File: config.mk
export PLATFORM = sky130hd
export DESIGN_NAME = median_scan_ctrl
export DESIGN_NICKNAME = d
export VERILOG_FILES = /design/src/rtl/median_pkg.sv /design/src/rtl/median_res_fifo.sv /design/src/rtl/median_scan_ctrl.sv
export SDC_FILE = /design/constraint.sdc
export NUM_CORES = 1
export LEC_CHECK = 0
export ABC_AREA = 1
export CORE_ASPECT_RATIO = 0.6
export CORE_MARGIN = 10
export CORE_UTILIZATION = 45
export CTS_CLUSTER_DIAMETER = 60
export CTS_CLUSTER_SIZE = 8
export DETAILED_ROUTE_END_ITERATION = 16
export HOLD_SLACK_MARGIN = 0.12
export PLACE_DENSITY = 0.65
export SYNTH_ARGS = -nofsm -noshare
export SYNTH_HDL_FRONTEND = slang
export SYNTH_SLANG_ARGS = --single-unit
File: constraint.sdc
create_clock -name clk -period 6.3 [get_ports clk]
set_input_delay 0.945 -clock clk [delete_from_list [all_inputs] [get_ports clk]]
set_output_delay 0.945 -clock clk [all_outputs]
set_load 0.005 [all_outputs]
File: src/rtl/median_pkg.sv
// rtl/median_pkg.sv - shared constants and types for the median window scan controller
package median_pkg;

    localparam int IMG_DIM   = 64;
    localparam int WIN       = 3;
    localparam int ADDR_W    = $clog2(IMG_DIM);
    localparam int SCAN_DIM  = IMG_DIM - WIN + 1;
    localparam int WIN_COUNT = SCAN_DIM * SCAN_DIM;
    localparam int CNT_W     = 12;

    typedef enum logic [1:0] {
        IDLE  = 2'd0,
        SCAN  = 2'd1,
        DRAIN = 2'd2,
        DONE  = 2'd3
    } state_t;

    typedef struct packed {
        logic [7:0]        data;
        logic [ADDR_W-1:0] row;
        logic [ADDR_W-1:0] col;
    } res_entry_t;

endpackage

File: src/rtl/median_res_fifo.sv
// rtl/median_res_fifo.sv - small show-ahead synchronous FIFO for filtered results
module median_res_fifo #(
    parameter int  DEPTH = 4,
    parameter type T     = logic [7:0]
) (
    input  logic clk,
    input  logic rst,
    input  logic push,
    input  T     push_data,
    input  logic pop,
    output T     head,
    output logic full,
    output logic empty
);

    localparam int PW = (DEPTH > 1) ? $clog2(DEPTH) : 1;
    localparam int CW = $clog2(DEPTH + 1);
    localparam logic [PW-1:0] LAST_IDX = PW'(DEPTH - 1);
    localparam logic [CW-1:0] FULL_CNT = CW'(DEPTH);

    T              mem [DEPTH];
    logic [PW-1:0] wr_ptr;
    logic [PW-1:0] rd_ptr;
    logic [CW-1:0] count;
    logic          do_push;
    logic          do_pop;

    // A push into a full queue is refused even when a pop happens in the same cycle.
    assign full    = (count == FULL_CNT);
    assign empty   = (count == '0);
    assign do_push = push && !full;
    assign do_pop  = pop && !empty;
    assign head    = mem[rd_ptr];

    // Storage, pointers and occupancy; reset empties the queue and clears the entries.
    always_ff @(posedge clk or posedge rst) begin
        if (rst) begin
            for (int i = 0; i < DEPTH; i++) begin
                mem[i] <= '0;
            end
            wr_ptr <= '0;
            rd_ptr <= '0;
            count  <= '0;
        end else begin
            if (do_push) begin
                mem[wr_ptr] <= push_data;
                wr_ptr      <= (wr_ptr == LAST_IDX) ? '0 : wr_ptr + 1'b1;
            end
            if (do_pop) begin
                rd_ptr <= (rd_ptr == LAST_IDX) ? '0 : rd_ptr + 1'b1;
            end
            case ({do_push, do_pop})
                2'b10:   count <= count + 1'b1;
                2'b01:   count <= count - 1'b1;
                default: count <= count;
            endcase
        end
    end

endmodule

File: src/rtl/median_scan_ctrl.sv
// rtl/median_scan_ctrl.sv - raster window scan with prioritised result write-back
module median_scan_ctrl #(
    parameter int IMG_DIM        = 64,
    parameter int WIN            = 3,
    parameter int RES_FIFO_DEPTH = 4
) (
    input  logic       clk,
    input  logic       rst,
    input  logic       start,
    output logic       busy,
    output logic       done,
    output logic       memread,
    output logic       memwrite,
    output logic [5:0] address_row,
    output logic [5:0] address_col,
    output logic [7:0] DIN,
    output logic       win_valid,
    input  logic       win_ready,
    output logic [5:0] win_row,
    output logic [5:0] win_col,
    input  logic       res_valid,
    output logic       res_ready,
    input  logic [7:0] res_data,
    input  logic [5:0] res_row,
    input  logic [5:0] res_col
);

    import median_pkg::*;

    localparam logic [5:0]  LAST_POS = 6'(IMG_DIM - WIN);
    localparam logic [11:0] TOTAL    = 12'((IMG_DIM - WIN + 1) * (IMG_DIM - WIN + 1));

    state_t      state;
    state_t      state_next;
    logic [5:0]  scan_row;
    logic [5:0]  scan_col;
    logic [11:0] wr_cnt;
    logic [11:0] wr_cnt_inc;
    logic [5:0]  hold_row;
    logic [5:0]  hold_col;
    logic [7:0]  hold_din;
    logic        wr_slot;
    logic        rd_slot;
    logic        last_read;
    logic        frame_start;
    logic        fifo_full;
    logic        fifo_empty;
    logic        push;
    res_entry_t  push_entry;
    res_entry_t  head;

    assign push_entry  = '{data: res_data, row: res_row, col: res_col};
    assign push        = res_valid && res_ready;
    assign res_ready   = !fifo_full;
    assign frame_start = (state == IDLE) && start;

    median_res_fifo #(
        .DEPTH (RES_FIFO_DEPTH),
        .T     (res_entry_t)
    ) u_res_fifo (
        .clk       (clk),
        .rst       (rst),
        .push      (push),
        .push_data (push_entry),
        .pop       (wr_slot),
        .head      (head),
        .full      (fifo_full),
        .empty     (fifo_empty)
    );

    // Slot arbitration: pending write-back wins, a read only when no window is outstanding.
    always_comb begin
        wr_slot    = !fifo_empty;
        rd_slot    = !wr_slot && (state == SCAN) && !win_valid;
        last_read  = rd_slot && (scan_row == LAST_POS) && (scan_col == LAST_POS);
        wr_cnt_inc = wr_cnt + 12'(wr_slot);
    end

    // Shared address/data bus; it keeps its last driven value during idle slots.
    always_comb begin
        memread     = rd_slot;
        memwrite    = wr_slot;
        address_row = hold_row;
        address_col = hold_col;
        DIN         = hold_din;
        if (wr_slot) begin
            address_row = head.row;
            address_col = head.col;
            DIN         = head.data;
        end else if (rd_slot) begin
            address_row = scan_row;
            address_col = scan_col;
        end
    end

    // Next-state logic and state-derived status outputs.
    always_comb begin
        state_next = state;
        busy       = (state == SCAN) || (state == DRAIN);
        done       = (state == DONE);
        case (state)
            IDLE:    if (start) state_next = SCAN;
            SCAN:    if (last_read) state_next = DRAIN;
            DRAIN:   if (wr_cnt_inc >= TOTAL) state_next = DONE;
            DONE:    state_next = IDLE;
            default: state_next = IDLE;
        endcase
    end

    // State register.
    always_ff @(posedge clk or posedge rst) begin
        if (rst) begin
            state <= IDLE;
        end else begin
            state <= state_next;
        end
    end

    // Scan position (column fastest) and written count, both cleared when a frame begins.
    always_ff @(posedge clk or posedge rst) begin
        if (rst) begin
            scan_row <= '0;
            scan_col <= '0;
            wr_cnt   <= '0;
        end else begin
            if (frame_start) begin
                scan_row <= '0;
                scan_col <= '0;
            end else if (rd_slot) begin
                if (scan_col == LAST_POS) begin
                    scan_col <= '0;
                    scan_row <= scan_row + 6'd1;
                end else begin
                    scan_col <= scan_col + 6'd1;
                end
            end
            if (frame_start) begin
                wr_cnt <= '0;
            end else if (wr_slot) begin
                wr_cnt <= wr_cnt_inc;
            end
        end
    end

    // Window presented downstream one cycle after its read, held until accepted.
    always_ff @(posedge clk or posedge rst) begin
        if (rst) begin
            win_valid <= 1'b0;
            win_row   <= '0;
            win_col   <= '0;
        end else if (rd_slot) begin
            win_valid <= 1'b1;
            win_row   <= scan_row;
            win_col   <= scan_col;
        end else if (win_ready) begin
            win_valid <= 1'b0;
        end
    end

    // Remember the last driven bus values so idle slots do not disturb the memory inputs.
    always_ff @(posedge clk or posedge rst) begin
        if (rst) begin
            hold_row <= '0;
            hold_col <= '0;
            hold_din <= '0;
        end else if (wr_slot || rd_slot) begin
            hold_row <= address_row;
            hold_col <= address_col;
            hold_din <= DIN;
        end
    end

endmodule

==> results of run 1 <==
-- through the flow --
| step | util (%) | area (µm²) | total power [µW] |
|---|---|---|---|
| final | 55.75 | 8205 | 4390 |
| after global routing | 55.75 | 8205 | 4751 |
| after CTS | 55.75 | 8205 | 4423 |
| after detailed placement | 51.79 | 7624 | 3405 |
| after global placement | 51.79 | 7624 | 3310 |
| after floorplan | - | 6872 | 2658 |
-- cells by family (layout without fill, tap and decap cells) --
kind of cell	count (synthesis)	in the layout	share of synthesized area, %
xor+xnor	5	5	0.6374
simple gates	366	366	22.69
fa+ha+maj	19	19	3.569
flops	146	146	53.17
buf+inv	111	173	6.500
compound gates	175	175	13.44
-- power by group --
group	switching (µW)	internal (µW)	leakage (µW)
clock	411	587	0.000289
combinational	1040	783	0.00177
sequential	232	1330	0.00185
total	1690	2700	0.00391
-- worst paths after layout --
path | start | endpoint | slack (ps)
worst min register to register | hold_col[2] | hold_col[2] | 480
worst max register to register | u_res_fifo.count[0] | state[1] | 3490
worst max-delay path | state[1] | address_col[5] | 2140
min in group asynchronous | rst | wr_cnt[7] | 1120
max in group asynchronous | rst | u_res_fifo.mem[0] | 3980
worst min-delay path | hold_col[2] | hold_col[2] | 480
-- flip-flops by register name (all words and copies together) (netlist names) --
| signal | flops |
|---|---|
| wr_cnt | 12 |
| scan_col | 6 |
| win_valid | 1 |
| hold_row | 6 |
| hold_din | 8 |
| win_col | 6 |
| hold_col | 6 |
| u_res_fifo.rd_ptr | 2 |
| u_res_fifo.mem | 80 |
| state | 2 |
| scan_row | 6 |
| win_row | 6 |
| u_res_fifo.wr_ptr | 2 |
| u_res_fifo.count | 3 |
-- cell type report --
class	instances	area [µm²]	share of cell area [%]
flip-flops and latches	146	3654	44.53
clock inverters	15	156.4	1.906
multi-input cells	565	2774	33.81
inverters	72	275.3	3.355
repair buffers	69	673.1	8.204
well taps	198	247.7	3.019
clock buffers	17	425.4	5.185
-- routing by layer --
layer / track usage [%] / vias to the layer above / routed length, µm
met5: 0 / - / 0
met4: 4.992 / 0 / 200
met3: 3.798 / 23 / 946
met2: 26.94 / 162 / 7856
met1: 22.46 / 2807 / 8386
li1: - / 2778 / -
-- cell usage after synthesis, drive strengths merged --
cell / number
a21oi: 20
a22oi: 1
a31oi: 16
buf: 20
clkbuf: 19
dfrtp: 146
fa: 1
ha: 18
inv: 72
nand2: 216
nand3: 74
nand4: 3
nor2: 63
nor3: 8
nor3b: 1
o21a: 1
o21ai: 130
o21bai: 1
o22ai: 3
o31ai: 3
or2: 1
xnor2: 3
xor2: 2
-- worst max-delay path, stage by stage, from the launching register on --
cell,delay (ps)
dfrtp_1,400
inv_1,100
ha_1,240
nand4_4,250
inv_2,190
nor2_1,760
nand2_1,190
nand3_1,140
clkdlybuf4s50_1,530
==> impl_metrics.toml, run 1 <==
[logic_synthesis]
synth.area.top_cells = "dfrtp_1 (53%), nand2_1 (12%), o21ai_0 (9.4%)"
synth-warning-count = 0
synthDominantCellAreaShare_pct = 53.17
avgSynthCellArea_um2 = 8.360
synth_nets = 866
yosysSeqAreaShare_pct = 53.17
ys_types = 35
yosys_register_bits = 146
syn_area_mm2 = 0.006872
syn_inst = 822
yosysTopAreaCell = "dfrtp_1"

[power]
pwr_density_cell_mw_per_mm2 = 535.0
vdd_drop_max_mv = 0.3101
leakage_uw = 0.003909

[cells_and_area]
mostFrequentLayoutCells = "nand2_1 (211), dfrtp_1 (146), o21ai_0 (129), nand3_1 (73), inv_1 (68)"
fin_cells = 1082
layout_commonest_cell = "nand2_1"
drive_gt1_share_pct = 6.900
n_fill_cell = 1391
syn_to_final_growth_pct = 19.41
n_antenna_cell = 0
fin_nets = 915

[floorplan]
initial_core_util_pct = 46.68
die-height_um = 115.7
ios = 63
fp-row-count = 34
core_area_mm2 = 0.01472
dieArea_mm2 = 0.02078
die_w_um = 179.5

[cts]
postCtsSetupRepairBufs = 0
cts_hold_buf = 0
cts_made_buffers = 17
clk_latency_ps = 410
path_clk_slew_ps = 60
cts_tree = "built"
h-tree-depth = 4
clock_path_buffers = 2
clock-root-buffer = "clkbuf_16"
cts_resized = 0
cts.sinks = 146

[worst_hold_path]
hold-path-cell-count = 2
holdCritPathClass = "flop to flop"

[timing]
slew_headroom_pct = 20.20
rsz0062_at_grt = "false"
tightest_slew_ps = 1196
finalMaxSlewViolations = 0
max_freq_ghz = 0.2405
finalHoldViolations = 0
setup_violations = 0
period_share_pct = 65.99
fin_skew_ps = 8.846
setup_tns_ps = 0
worst_slack_ps = 2142
whs_ps = 476.3
period_needed_ps = 4158

[routing]
drtIter0Drc = 497
wirelength_mm = 17.39
routedWlPerCell_um = 16.07
ant_nets = 0
num_vias = 5770
drtPass1Iterations = 7
vias_per_cell = 5.333
post-route-drc-count = 0

[grt]
grt_start_max_net_pins = 100
grt_pass1_wl_mm = 28.76
grt_pass1_vias = 5669
grt_usage_pct = 16.80
antenna_found_initial = 0
gr-total-overflow = 0

[critical_path]
reg2reg_depth = 16
cp_data_arrival_time_ps = 3210
cp_max_fo = 16
crit_path_end_kind = "output pin"
startpoint_type = "flop"
cp_data_required_time_ps = 5350
critical_path_class = "flop to output pin"

[placed_design]
gp_congestion = 0.8238
dpl_worst_slack_ps = 2589
post-dp-hpwl_mm = 11.36
dp_cells = 1050
numPortBuffers = 62

[job]
cap_violations = 0

[run_status]
status = "finished, final reports clean"
(Power assumes the default switching activity.)
==> run 2: changes to the inputs <==
--- a/config.mk
+++ b/config.mk
@@ -13,7 +13,7 @@
 export CTS_CLUSTER_SIZE = 8
 export DETAILED_ROUTE_END_ITERATION = 16
 export HOLD_SLACK_MARGIN = 0.12
-export PLACE_DENSITY = 0.65
+export PLACE_DENSITY = 0.67
 export SYNTH_ARGS = -nofsm -noshare
 export SYNTH_HDL_FRONTEND = slang
 export SYNTH_SLANG_ARGS = --single-unit
==> constraint.sdc (replaced) <==
create_clock -name clk -period 3.7 [get_ports clk]
set_input_delay 0.555 -clock clk [delete_from_list [all_inputs] [get_ports clk]]
set_output_delay 0.555 -clock clk [all_outputs]
set_load 0.005 [all_outputs]
==> run 2 against run 1 <==
Against the previous run: setup slack worse by 1800 ps; clock-buffer cell count is 2 higher; clock power is 83% higher; critical path depth is 2 lower; non-clock buffer count is 6 higher; critical path type unchanged; critical endpoint is now DIN[1]; highest routed layer unchanged.
==> impl_metrics.toml, run 2 (synthesis gave the netlist of run 1 again) <==
[run_status]
status = "finished, final reports clean"

[power]
vdd_drop_max_mv = 0.4583
leakage_uw = 0.003949
pwr_density_cell_mw_per_mm2 = 915.2

[worst_hold_path]
holdCritPathClass = "flop to flop"

[critical_path]
cp_max_fo = 17
cp_slowest_cell = "clkdlybuf4s50_1"
critical_path_class = "flop to output pin"
cp_data_arrival_time_ps = 2760
startpoint_type = "flop"
crit_path_end_kind = "output pin"
critical-path-max-stage-delay_ps = 570
path_cells = "inv_1, buf_4, nor2_1, o21ai_0, a31oi_1, clkdlybuf4s50_1"
cp_data_required_time_ps = 3140
path_delay_family = "buffers and inverters"
path_buf_inv = 3

[cells_and_area]
layout_commonest_cell = "nand2_1"
mostFrequentLayoutCells = "nand2_1 (211), dfrtp_1 (146), o21ai_0 (129), nand3_1 (73), inv_1 (68)"
design_area_mm2 = 0.008298
register_area_mm2 = 0.003654
post-route-util_pct = 56.38
reg_top3 = "u_res_fifo.mem (80), wr_cnt (12), hold_din (8)"
multi_input_area_mm2 = 0.002776
syn_to_final_growth_pct = 20.76
fin_cells = 1088
fin_nets = 921
top_register = "u_res_fifo.mem"
n_antenna_cell = 0
n_fill_cell = 1364
drive_gt1_share_pct = 7.416
largest_reg_flops = 80

[routing]
wirelength_mm = 17.16
num_vias = 5662
drtIter0Drc = 465
vias_per_cell = 5.204
post-route-drc-count = 0
ant_nets = 0
drtPass1Iterations = 6
routedWlPerCell_um = 15.77

[placed_design]
place_area_mm2 = 0.007680
post-dp-hpwl_mm = 11.52
dpl_worst_slack_ps = 606.7
numPortBuffers = 62
dp_cells = 1056
gp_congestion = 0.8310

[cts]
cts_made_buffers = 17
cts_resized = 0
cts.sinks = 146
clock-root-buffer = "clkbuf_16"
cts_hold_buf = 0
path_clk_slew_ps = 60
clk_latency_ps = 420
h-tree-depth = 4
clock_path_buffers = 2
postCtsSetupRepairBufs = 0
cts_tree = "built"

[floorplan]
dieArea_mm2 = 0.02078
die-height_um = 115.7
ios = 63
die_w_um = 179.5
core_area_mm2 = 0.01472
initial_core_util_pct = 46.68
fp-row-count = 34

[timing]
finalMaxSlewViolations = 0
slew_headroom_pct = 21.59
setup_violations = 0
finalHoldViolations = 0
worst_slack_ps = 388.6
setup_tns_ps = 0
max_freq_ghz = 0.3020
fin_skew_ps = 15.10
rsz0062_at_grt = "false"
period_share_pct = 89.50
tightest_slew_ps = 1173
period_needed_ps = 3311

[job]
cap_violations = 0

[grt]
grt_usage_pct = 16.91
antenna_found_initial = 0
grt_pass1_vias = 5297
grt_start_max_net_pins = 62
gr-total-overflow = 0
grt_pass1_wl_mm = 28.95
run 2: changes by cell type in the layout (fill, tap and decap cells not counted), sizes merged:
cell	previous run	this run
buf	7	13
bufinv	2	4
clkbuf	17	19
clkinv	8	6
clkinvlp	1	2
inv	76	73
run 2: tightest hold or removal path, stage by stage, from the launching register on:
cell and delay [ps]:
dfrtp_1 320, nand2_1 60, nand3_1 60
run 2: worst paths after layout:
check | start | end | slack [ps] | cells past startpoint
min reg2reg | hold_col[4] | hold_col[4] | 470 | 2
max reg2reg | u_res_fifo.count[0] | state[1] | 1020 | 16
max | u_res_fifo.rd_ptr[1] | DIN[1] | 390 | 6
min | hold_col[4] | hold_col[4] | 470 | 2
min in group asynchronous | rst | u_res_fifo.mem[24] | 530 | 2
max in group asynchronous | rst | scan_row[4] | 2400 | 3
run 2: report_power, final:
part           total (µW)  internal, µW  switching (µW)
Clock                1830          1130             697
Combinational        3110          1350            1760
Sequential           2650          2270             385
Total                7590          4750            2840
run 2: area by class of cell:
| type | instances | area share, % |
|---|---|---|
| flip-flops and latches | 146 | 44.03 |
| multi-input cells | 565 | 33.46 |
| repair buffers | 75 | 8.806 |
| clock buffers | 19 | 5.217 |
| inverters | 72 | 3.302 |
| well taps | 198 | 2.986 |
| clock inverters | 13 | 2.201 |
run 2: stage by stage:
step / total power (µW) / hold WS, ps
2_1_floorplan: 4527 / 446.8
4_1_cts: 7653 / 479.3
5_1_grt: 8220 / 501.8
6_report: 7594 / 473.8
3_3_place_gp: 5747 / 462.4
3_5_place_dp: 5780 / 466.6
run 2: routing by layer:
layer  GRT usage (%)  vias up  wire length, µm
met1           25.18     2683             8892
met2           23.51      163             6894
met4           4.992        0              186
met3           4.172       19             1182
met5               0        -                0
li1                -     2797                -
==> run 3: changes to the inputs <==
--- a/config.mk
+++ b/config.mk
@@ -13,7 +13,7 @@
 export CTS_CLUSTER_SIZE = 8
 export DETAILED_ROUTE_END_ITERATION = 16
 export HOLD_SLACK_MARGIN = 0.12
-export PLACE_DENSITY = 0.67
+export PLACE_DENSITY = 0.65
 export SYNTH_ARGS = -nofsm -noshare
 export SYNTH_HDL_FRONTEND = slang
 export SYNTH_SLANG_ARGS = --single-unit
==> constraint.sdc (replaced) <==
create_clock -name clk -period 3.75 [get_ports clk]
set_input_delay 0.5625 -clock clk [delete_from_list [all_inputs] [get_ports clk]]
set_output_delay 0.5625 -clock clk [all_outputs]
set_load 0.005 [all_outputs]
==> run 3 against run 2 <==
Against the previous run: final cell count fell by 0.46%; clock skew fell by 6.1 ps; non-clock buffer count fell by 4; clock-buffer cell count fell by 1; wire length rose by 1.6%; flip-flop and latch count did not move; critical endpoint is now address_col[2]; die area did not move; sequential power barely moved; setup slack got worse by 150 ps; global-route usage fell by 0.094 points; worst hold slack improved by 3.6 ps; sequential share of layout area rose by 0.35 points.
==> impl_metrics.toml, run 3 (synthesis gave the netlist of run 1 again) <==
[routing]
wirelength_mm = 17.43
met2_length_mm = 7.806
num_vias = 5812
drtIter0Drc = 517
m1WireLength_mm = 8.344
top_layer_used = "met4"
ant_nets = 0
post-route-drc-count = 0
drtPass1Iterations = 6
routedWlPerCell_um = 16.09
dr_wl_met3_mm = 1.093
vias_per_cell = 5.367

[cells_and_area]
reg_top3 = "u_res_fifo.mem (80), wr_cnt (12), hold_din (8)"
fin_cells = 1083
n_fill_cell = 1316
fin_nets = 917
largest_reg_flops = 80
register_area_mm2 = 0.003654
mostFrequentLayoutCells = "nand2_1 (211), dfrtp_1 (146), o21ai_0 (129), nand3_1 (73), inv_1 (68)"
layout_commonest_cell = "nand2_1"
drive_gt1_share_pct = 7.006
syn_to_final_growth_pct = 19.79
multi_input_area_mm2 = 0.002776
top_register = "u_res_fifo.mem"
n_antenna_cell = 0

[cts]
postCtsSetupRepairBufs = 0
clk_latency_ps = 420
cts.sinks = 146
clock-root-buffer = "clkbuf_16"
path_clk_slew_ps = 60
clock_path_buffers = 2
cts_tree = "built"
cts_hold_buf = 0
cts_made_buffers = 17
cts_resized = 0
h-tree-depth = 4

[timing]
period_share_pct = 93.58
setup_violations = 0
period_needed_ps = 3509
finalMaxSlewViolations = 0
slew_headroom_pct = 18.84
finalHoldViolations = 0
fin_skew_ps = 8.987
whs_ps = 477.5
tightest_slew_ps = 1216
max_freq_ghz = 0.2850
rsz0062_at_grt = "false"
setup_tns_ps = 0

[power]
combPwrFrac_pct = 41.8
finalPower_uw = 7356
switchingPower_uw = 2822
vdd_drop_max_mv = 0.4010
pwr_density_cell_mw_per_mm2 = 893.6
p_seq_share_pct = 35.7
power.clock.fraction_pct = 22.4
leakage_uw = 0.003905
p_sw_share_pct = 38.37
intPower_uw = 4534

[floorplan]
initial_core_util_pct = 46.68
core_area_mm2 = 0.01472
die_w_um = 179.5
fp-row-count = 34
die-height_um = 115.7
dieArea_mm2 = 0.02078
ios = 63

[critical_path]
cp_data_required_time_ps = 3190
startpoint_type = "flop"
cp_data_arrival_time_ps = 2950
crit_path_end_kind = "output pin"
ff2ff_setup_slack_ps = 880
reg2reg_to = "state[0]"
worstReg2RegStart = "u_res_fifo.count[0]"
critical_path_class = "flop to output pin"
cp_max_fo = 33
reg2reg_depth = 16
crit_path_end = "address_col[2]"
critical_path.startpoint = "u_res_fifo.rd_ptr[1]"

[grt]
antenna_found_initial = 0
grt_pass1_wl_mm = 28.83
grt_usage_pct = 16.81
gr-total-overflow = 0
grt_start_max_net_pins = 72
grt_pass1_vias = 5794

[worst_hold_path]
holdCritPathClass = "flop to flop"

[job]
cap_violations = 0

[placed_design]
gp_congestion = 0.8394
numPortBuffers = 62
post-dp-hpwl_mm = 11.74
dp_cells = 1052

[run_status]
status = "finished, final reports clean"
run 3: cell types whose count changed in the layout (fill, tap and decap cells not counted), sizes merged:
cell	delta
clkinvlp	+2
clkbuf	-1
bufinv	-2
buf	-4
inv	-1
clkinv	+1
run 3: critical path: stages, from the launching register on:
cell and delay (ps):
dfrtp_1 520, inv_1 940, a21oi_1 100, o21ai_0 140, nand3_1 130, nand3_1 160, clkdlybuf4s50_1 530
run 3: worst min path at each step:
| stage | to | slack, ps | cells past startpoint | start |
|---|---|---|---|---|
| CTS | hold_col[4] | 480 | 2 | hold_col[4] |
| global placement | u_res_fifo.mem[52] | 460 | 2 | u_res_fifo.mem[52] |
| global route | u_res_fifo.mem[45] | 500 | 2 | u_res_fifo.mem[45] |
| finish | hold_col[1] | 480 | 2 | hold_col[1] |
| floorplan | hold_col[0] | 450 | 2 | hold_col[0] |
| detailed placement | hold_col[4] | 460 | 2 | hold_col[4] |
run 3: per-stage QoR:
step / utilization [%] / cell area (µm²) / setup WS [ps]
2_1_floorplan: - / 6875 / 1354
3_5_place_dp: 52.06 / 7662 / 614.0
6_report: 55.92 / 8232 / 240.8
5_1_grt: 55.92 / 8232 / 63.81
4_1_cts: 55.91 / 8229 / 145.5
3_3_place_gp: 52.06 / 7662 / 691.4
run 3: layout make-up:
type                            count  share of cell area [%]
Clock buffer                       18                   5.214
Inverter                           72                   3.329
Multi-Input combinational cell    565                   33.73
Sequential cell                   146                   44.38
Clock inverter                     13                   1.672
Tap cell                          198                   3.010
Timing Repair Buffer               71                   8.664
run 3: per-layer routing:
layer / global-route usage [%] / vias to the layer above
met5: 0 / -
met4: 5.650 / 0
met3: 4.421 / 18
met2: 26.30 / 186
met1: 22.40 / 2818
li1: - / 2790
run 3: power by group through the flow:
stage | clock (µW) | combinational, µW | sequential (µW)
global placement | 0 | 2980 | 2600
detailed placement | 0 | 3100 | 2640
global route | 1740 | 3500 | 2710
finish | 1650 | 3080 | 2630
CTS | 1680 | 3120 | 2620
floorplan | 0 | 1930 | 2540
